===== config.mk =====
export PLATFORM = sky130hd
export DESIGN_NAME = window_builder
export DESIGN_NICKNAME = d
export VERILOG_FILES = /design/src/rtl/cartoon_pkg.sv /design/src/rtl/window_builder_line_buffer.sv /design/src/rtl/window_builder.sv
export SDC_FILE = /design/constraint.sdc
export NUM_CORES = 2
export LEC_CHECK = 0
export ABC_AREA = 1
export BUFFER_PORTS_ARGS = -buffer_cell sky130_fd_sc_hd__buf_2
export CORE_ASPECT_RATIO = 1.25
export CORE_UTILIZATION = 65
export DETAILED_ROUTE_END_ITERATION = 10
export PLACE_DENSITY = 0.87
export SYNTH_ARGS = -nofsm -noshare
export SYNTH_HDL_FRONTEND = slang
export SYNTH_SLANG_ARGS = --single-unit

===== constraint.sdc =====
create_clock -name clk -period 3.4 [get_ports clk]
set_input_delay 0.68 -clock clk [delete_from_list [all_inputs] [get_ports clk]]
set_output_delay 0.68 -clock clk [all_outputs]
set_load 0.05 [all_outputs]

===== src/rtl/cartoon_pkg.sv =====
// Shared types for the cartoon filter pipeline: pixel/window widths and the
// window_builder sequencing states.
package cartoon_pkg;

  localparam int PIX_W = 24;
  localparam int WIN_W = 9 * PIX_W;

  typedef logic [PIX_W-1:0] pixel_t;
  typedef logic [WIN_W-1:0] window_t;

  typedef enum logic [1:0] {
    IDLE   = 2'd0,
    FILL   = 2'd1,
    STREAM = 2'd2
  } wb_state_t;

endpackage


===== src/rtl/window_builder_line_buffer.sv =====
// line_buffer: fixed-depth pixel shift chain, advanced only when shift_en is high.
// dout is the pixel that entered DEPTH shifts ago.
module line_buffer #(
  parameter int DEPTH = 15,
  parameter int PIX_W = 24
) (
  input  logic             clk,
  input  logic             n_rst,
  input  logic             shift_en,
  input  logic [PIX_W-1:0] din,
  output logic [PIX_W-1:0] dout
);

  logic [PIX_W-1:0] taps [DEPTH];

  always_ff @(posedge clk or negedge n_rst) begin
    if (!n_rst) begin
      for (int i = 0; i < DEPTH; i++) taps[i] <= '0;
    end else if (shift_en) begin
      taps[0] <= din;
      for (int i = 1; i < DEPTH; i++) taps[i] <= taps[i-1];
    end
  end

  assign dout = taps[DEPTH-1];

endmodule


===== src/rtl/window_builder.sv =====
// window_builder: turns a raster pixel stream into 3x3 windows for the mean filter.
// Optional build macro WINDOW_BUILDER_STALL_CNT_EN adds the stall_cnt output.
module window_builder #(
  parameter int IMG_W = 16,
  parameter int IMG_H = 16,
  parameter int PIX_W = 24
) (
  input  logic                  clk,
  input  logic                  n_rst,
  input  logic [PIX_W-1:0]      pix_in,
  input  logic                  pix_valid,
  input  logic                  pix_sof,
  output logic                  pix_ready,
  output logic [9*PIX_W-1:0]    win_data,
  output logic                  win_valid,
  output logic                  win_last,
  input  logic                  win_ready,
`ifdef WINDOW_BUILDER_STALL_CNT_EN
  output logic [15:0]           stall_cnt,
`endif
  output cartoon_pkg::wb_state_t dbg_state
);

  import cartoon_pkg::*;

  // Handshakes: a beat transfers on the rising edge where valid && ready are both
  // high; a presented window holds data/last stable until it transfers.

  localparam int WIN_BITS = 9 * PIX_W;
  localparam int CW = $clog2(IMG_W);
  localparam int RW = $clog2(IMG_H);
  localparam logic [CW-1:0] COL_LAST = CW'(IMG_W - 1);
  localparam logic [RW-1:0] ROW_LAST = RW'(IMG_H - 1);

  wb_state_t state;
  logic [CW-1:0] col;
  logic [RW-1:0] row;

  logic [PIX_W-1:0] w  [9];
  logic [PIX_W-1:0] nw [9];
  logic [WIN_BITS-1:0] next_win;
  logic [PIX_W-1:0] lb_a_dout, lb_b_dout;

  logic accept, take, emit, at_last;

  assign pix_ready = !(win_valid && !win_ready);
  assign accept    = pix_valid && pix_ready;
  // Beats arriving in IDLE without sof never touch the window or line buffers.
  assign take      = accept && (pix_sof || (state != IDLE));
  assign at_last   = (row == ROW_LAST) && (col == COL_LAST);
  assign emit      = accept && !pix_sof && (state != IDLE) &&
                     (row >= RW'(2)) && (col >= CW'(2));
  assign dbg_state = state;

  line_buffer #(.DEPTH(IMG_W - 1), .PIX_W(PIX_W)) u_lb_a (
    .clk(clk), .n_rst(n_rst), .shift_en(take), .din(w[8]), .dout(lb_a_dout)
  );

  line_buffer #(.DEPTH(IMG_W - 1), .PIX_W(PIX_W)) u_lb_b (
    .clk(clk), .n_rst(n_rst), .shift_en(take), .din(w[5]), .dout(lb_b_dout)
  );

  // Window after this beat's shift; lb_a/lb_b supply the pixels one/two rows up.
  always_comb begin
    nw[0] = w[1];
    nw[1] = w[2];
    nw[2] = lb_b_dout;
    nw[3] = w[4];
    nw[4] = w[5];
    nw[5] = lb_a_dout;
    nw[6] = w[7];
    nw[7] = w[8];
    nw[8] = pix_in;
    next_win = '0;
    for (int k = 0; k < 9; k++) next_win[WIN_BITS-1-PIX_W*k -: PIX_W] = nw[k];
  end

  always_ff @(posedge clk or negedge n_rst) begin
    if (!n_rst) begin
      for (int k = 0; k < 9; k++) w[k] <= '0;
    end else if (take) begin
      for (int k = 0; k < 9; k++) w[k] <= nw[k];
    end
  end

  always_ff @(posedge clk or negedge n_rst) begin
    if (!n_rst) begin
      state <= IDLE;
      col   <= '0;
      row   <= '0;
    end else if (take) begin
      if (pix_sof) begin
        state <= FILL;
        col   <= CW'(1);
        row   <= '0;
      end else begin
        if (col == COL_LAST) begin
          col <= '0;
          row <= at_last ? '0 : row + RW'(1);
        end else begin
          col <= col + CW'(1);
        end
        if (state == FILL && row == RW'(1) && col == COL_LAST) state <= STREAM;
        else if (state == STREAM && at_last)                   state <= IDLE;
      end
    end
  end

  always_ff @(posedge clk or negedge n_rst) begin
    if (!n_rst) begin
      win_valid <= 1'b0;
      win_last  <= 1'b0;
      win_data  <= '0;
    end else if (emit) begin
      win_valid <= 1'b1;
      win_last  <= at_last;
      win_data  <= next_win;
    end else if (win_ready) begin
      win_valid <= 1'b0;
      win_last  <= 1'b0;
    end
  end

`ifdef WINDOW_BUILDER_STALL_CNT_EN
  always_ff @(posedge clk or negedge n_rst) begin
    if (!n_rst) begin
      stall_cnt <= '0;
    end else if (accept && pix_sof) begin
      stall_cnt <= '0;
    end else if (win_valid && !win_ready && stall_cnt != 16'hFFFF) begin
      stall_cnt <= stall_cnt + 16'd1;
    end
  end
`endif

endmodule


==> metrics.md <==
| Metric | Value |
|---|---|
| Antenna violations before repair | `0` |
| Via count | `28500` |
| Synth top cells by count | `nand2_1, dfrtp_1, o21ai_0, inv_1, buf_2` |
| Sequential cell area fraction in the yosys report | `66.8%` |
| Fin Clk Skew | `0.0184 ns` |
| Synth cell types | `26` |
| Fin. Hold Viols | `0` |
| Cell area after synthesis | `0.0391 mm²` |
| Fillcell total | `3710` |
| # nets final | `4449` |
| CTS max path bufs | `3` |
| Async set-reset flop share out of synthesis | `100%` |
| Height of the chip | `276 µm` |
| Leakage | `24.3 nW` |
| GR Overflow Total | `0` |
| Syn Area/Cell | `9.24 µm²` |
| Outcome | `finished clean` |
| Number of global-route vias before repair | `28500` |
| Final setup fails | `0` |
| Tot GR Track Use | `28.7%` |
| Number of synthesized flops with an enable pin | `0` |
| Fraction of layout cells with a size suffix above 1 | `10.6%` |
| Crit Path Max Fanout | `77` |
| RSZ-0062 raised after global routing | `false` |
| Minimum clock period after layout | `2.44 ns` |
| Area growth, synth to finish | `12.7%` |
| Cells taking the most area after synthesis | `dfrtp_1, nand2_1, o21ai_0, buf_2, inv_1` |
| Syn_nets | `4270` |
| Top_reg_cell synth | `dfrtp_1` |
| CTS sink cnt | `1044` |
| Cell area power density | `934 mW/mm²` |
| Crit. End Element | `flip-flop` |
| Fin cells | `5254` |
| DRT iter0 DRCs | `2784` |
| Initial DRT Pass Iterations | `6` |
| Worst skew pair latency | `0.65 ns` |
| WL per Instance | `16.3 µm` |
| Met2 usage | `49.4%` |
| Yosys Warn Count | `0` |
| Post-route DRC | `0` |
| IO buf count | `249` |
| Fmax | `410 MHz` |
| Most common cell in the netlist | `nand2_1` |
| Root buffer cell | `clkbuf_16` |
| Num ports | `250` |
| Starting Density | `65.7%` |
| Hold-fix buffers, CTS | `0` |
| CP Data Required Time | `3.94 ns` |
| Synth Instances | `4236` |
| Largest net degree at the start of global routing | `225` |
| Final max-slew violation count | `0` |
| Peak VDD IR | `750 µV` |
| Via/cell ratio | `5.43` |
| Die span in x | `221 µm` |
| Worst slew pin tran | `0.903 ns` |
| Final WL | `85.7 mm` |
| CP Class | `reg2reg` |
| FP Rows | `100` |
| Cts repair resizes | `0` |
| CTS tree | `built` |
| Core Box Area | `0.0596 mm²` |
| Layer with the highest usage | `met2` |
| First-pass GRT wire length | `142 mm` |
| Relative slew slack | `39.8%` |
| Max-Cap Viols | `0` |
| Met3 Usage GRT | `3.51%` |
| Synthesized flop and latch total | `1044` |
| HPWL Detailed | `50.6 mm` |
| Die area | `0.0612 mm²` |
| Gpl congestion | `0.832` |
| Period utilization | `71.7%` |
| Hold Crit Class | `in2async` |
| Met1 Use GR | `36.5%` |
| Max H-tree Level | `3` |
| CTS clk-pin slew, worst paths | `0.06 ns` |
| Post-Place Cells | `5084` |
| CTS Buf Count | `94` |
| Setup bufs post-CTS | `0` |
| Antenna cell count | `0` |
| Startpoint types | `flip-flop` |
| Top cell type's share of synthesized area | `66.8%` |
| Total Neg Setup Slack | `0 ns` |
| Detail Route Antenna Nets | `0` |
| Yosys top cell by area | `dfrtp_1` |
| Critical Path AT | `2.97 ns` |
## report_power, final
| part | switching (W) | total [W] | leakage (nW) | internal [W] |
|---|---|---|---|---|
| Clock | 0.00454 | 0.0109 | 1.58 | 0.00635 |
| Sequential | 0.00279 | 0.0198 | 14.1 | 0.0170 |
| Combinational | 0.00777 | 0.0105 | 8.61 | 0.00274 |
## metrics by stage
| stage | total power (W) | setup slack, ns | utilization [%] | cell area [µm²] | hold slack (ns) |
|---|---|---|---|---|---|
| after floorplan | 0.0268 | 1.44 | - | 39100 | 0.384 |
| after global placement | 0.0295 | 0.833 | 68.7 | 40900 | 0.447 |
| after detailed placement | 0.0301 | 0.773 | 68.7 | 40900 | 0.451 |
| after CTS | 0.0413 | 0.968 | 74.0 | 44100 | 0.0267 |
| after global routing | 0.0433 | 0.855 | 74.0 | 44100 | 0.0517 |
| final | 0.0412 | 0.961 | 74.0 | 44100 | 0.0250 |
## registers in the layout, indices dropped and copies added, names as in the netlist
name         count
u_lb_a.taps    336
u_lb_b.taps    312
win_data       216
next_win       120
u_lb_a.dout     24
u_lb_b.dout     24
col              4
row              4
dbg_state        2
win_last         1
win_valid        1
## final timing paths
check	from	to	slack, ns	cells after the start
worst min register to register	u_lb_b.taps[243]	u_lb_b.taps[219]	0.46	2
worst min-delay path	n_rst	next_win[24]	0.03	1
worst max-delay path	row[0]	win_data[33]	0.96	7
min in group clk	pix_in[19]	win_data[19]	0.25	3
max in group asynchronous	n_rst	u_lb_b.taps[211]	2.23	2
worst max register to register	row[0]	win_data[33]	0.96	7
## cells in the final DEF, fill, tap and decap left out, drive strengths merged
cell type / count
inv: 170
clkbuf: 137
dfrtp: 1044
bufinv: 9
ha: 5
nand4: 1
a21oi: 4
nor2: 14
buf: 310
nor3: 1
clkinv: 16
o21ai: 374
or2: 1
a21boi: 1
nand2: 2383
xor2: 2
clkinvlp: 4
nand3: 12
o211ai: 1
## metal layers
metal	vias to the layer above	part of all wire, %
met5	-	0
met4	0	4.7
li1	13300	-
met2	892	51
met3	245	4.5
met1	14100	39
## area by class of cell
class                   instances  area (µm²)  area share (%)
clock buffers                 137        2780            6.29
clock inverters                33         427           0.967
inverters                     166         639            1.45
flip-flops and latches       1044       26100            59.2
well taps                     765         957            2.17
repair buffers                310        2050            4.65
multi-input cells            2799       11100            25.2
## critical path, cell delays in order, from the launching register on
cell     delay (ns)
dfrtp_1        0.42
inv_1          0.11
ha_1           0.16
nor2_1         0.05
nand2_1        0.12
nand4_4        0.66
buf_12         0.49
o21ai_0        0.28
## cell families after synthesis
logic type | synth area share, %
AO/OA/AOI/OAI | 4.88
flip-flops | 66.8
adder cells (fa/ha/maj) | 0.160
AND/OR/NAND/NOR | 23.3
buffers and inverters | 4.86
XOR/XNOR | 0.0448
Power figures use the tool's default switching activity.
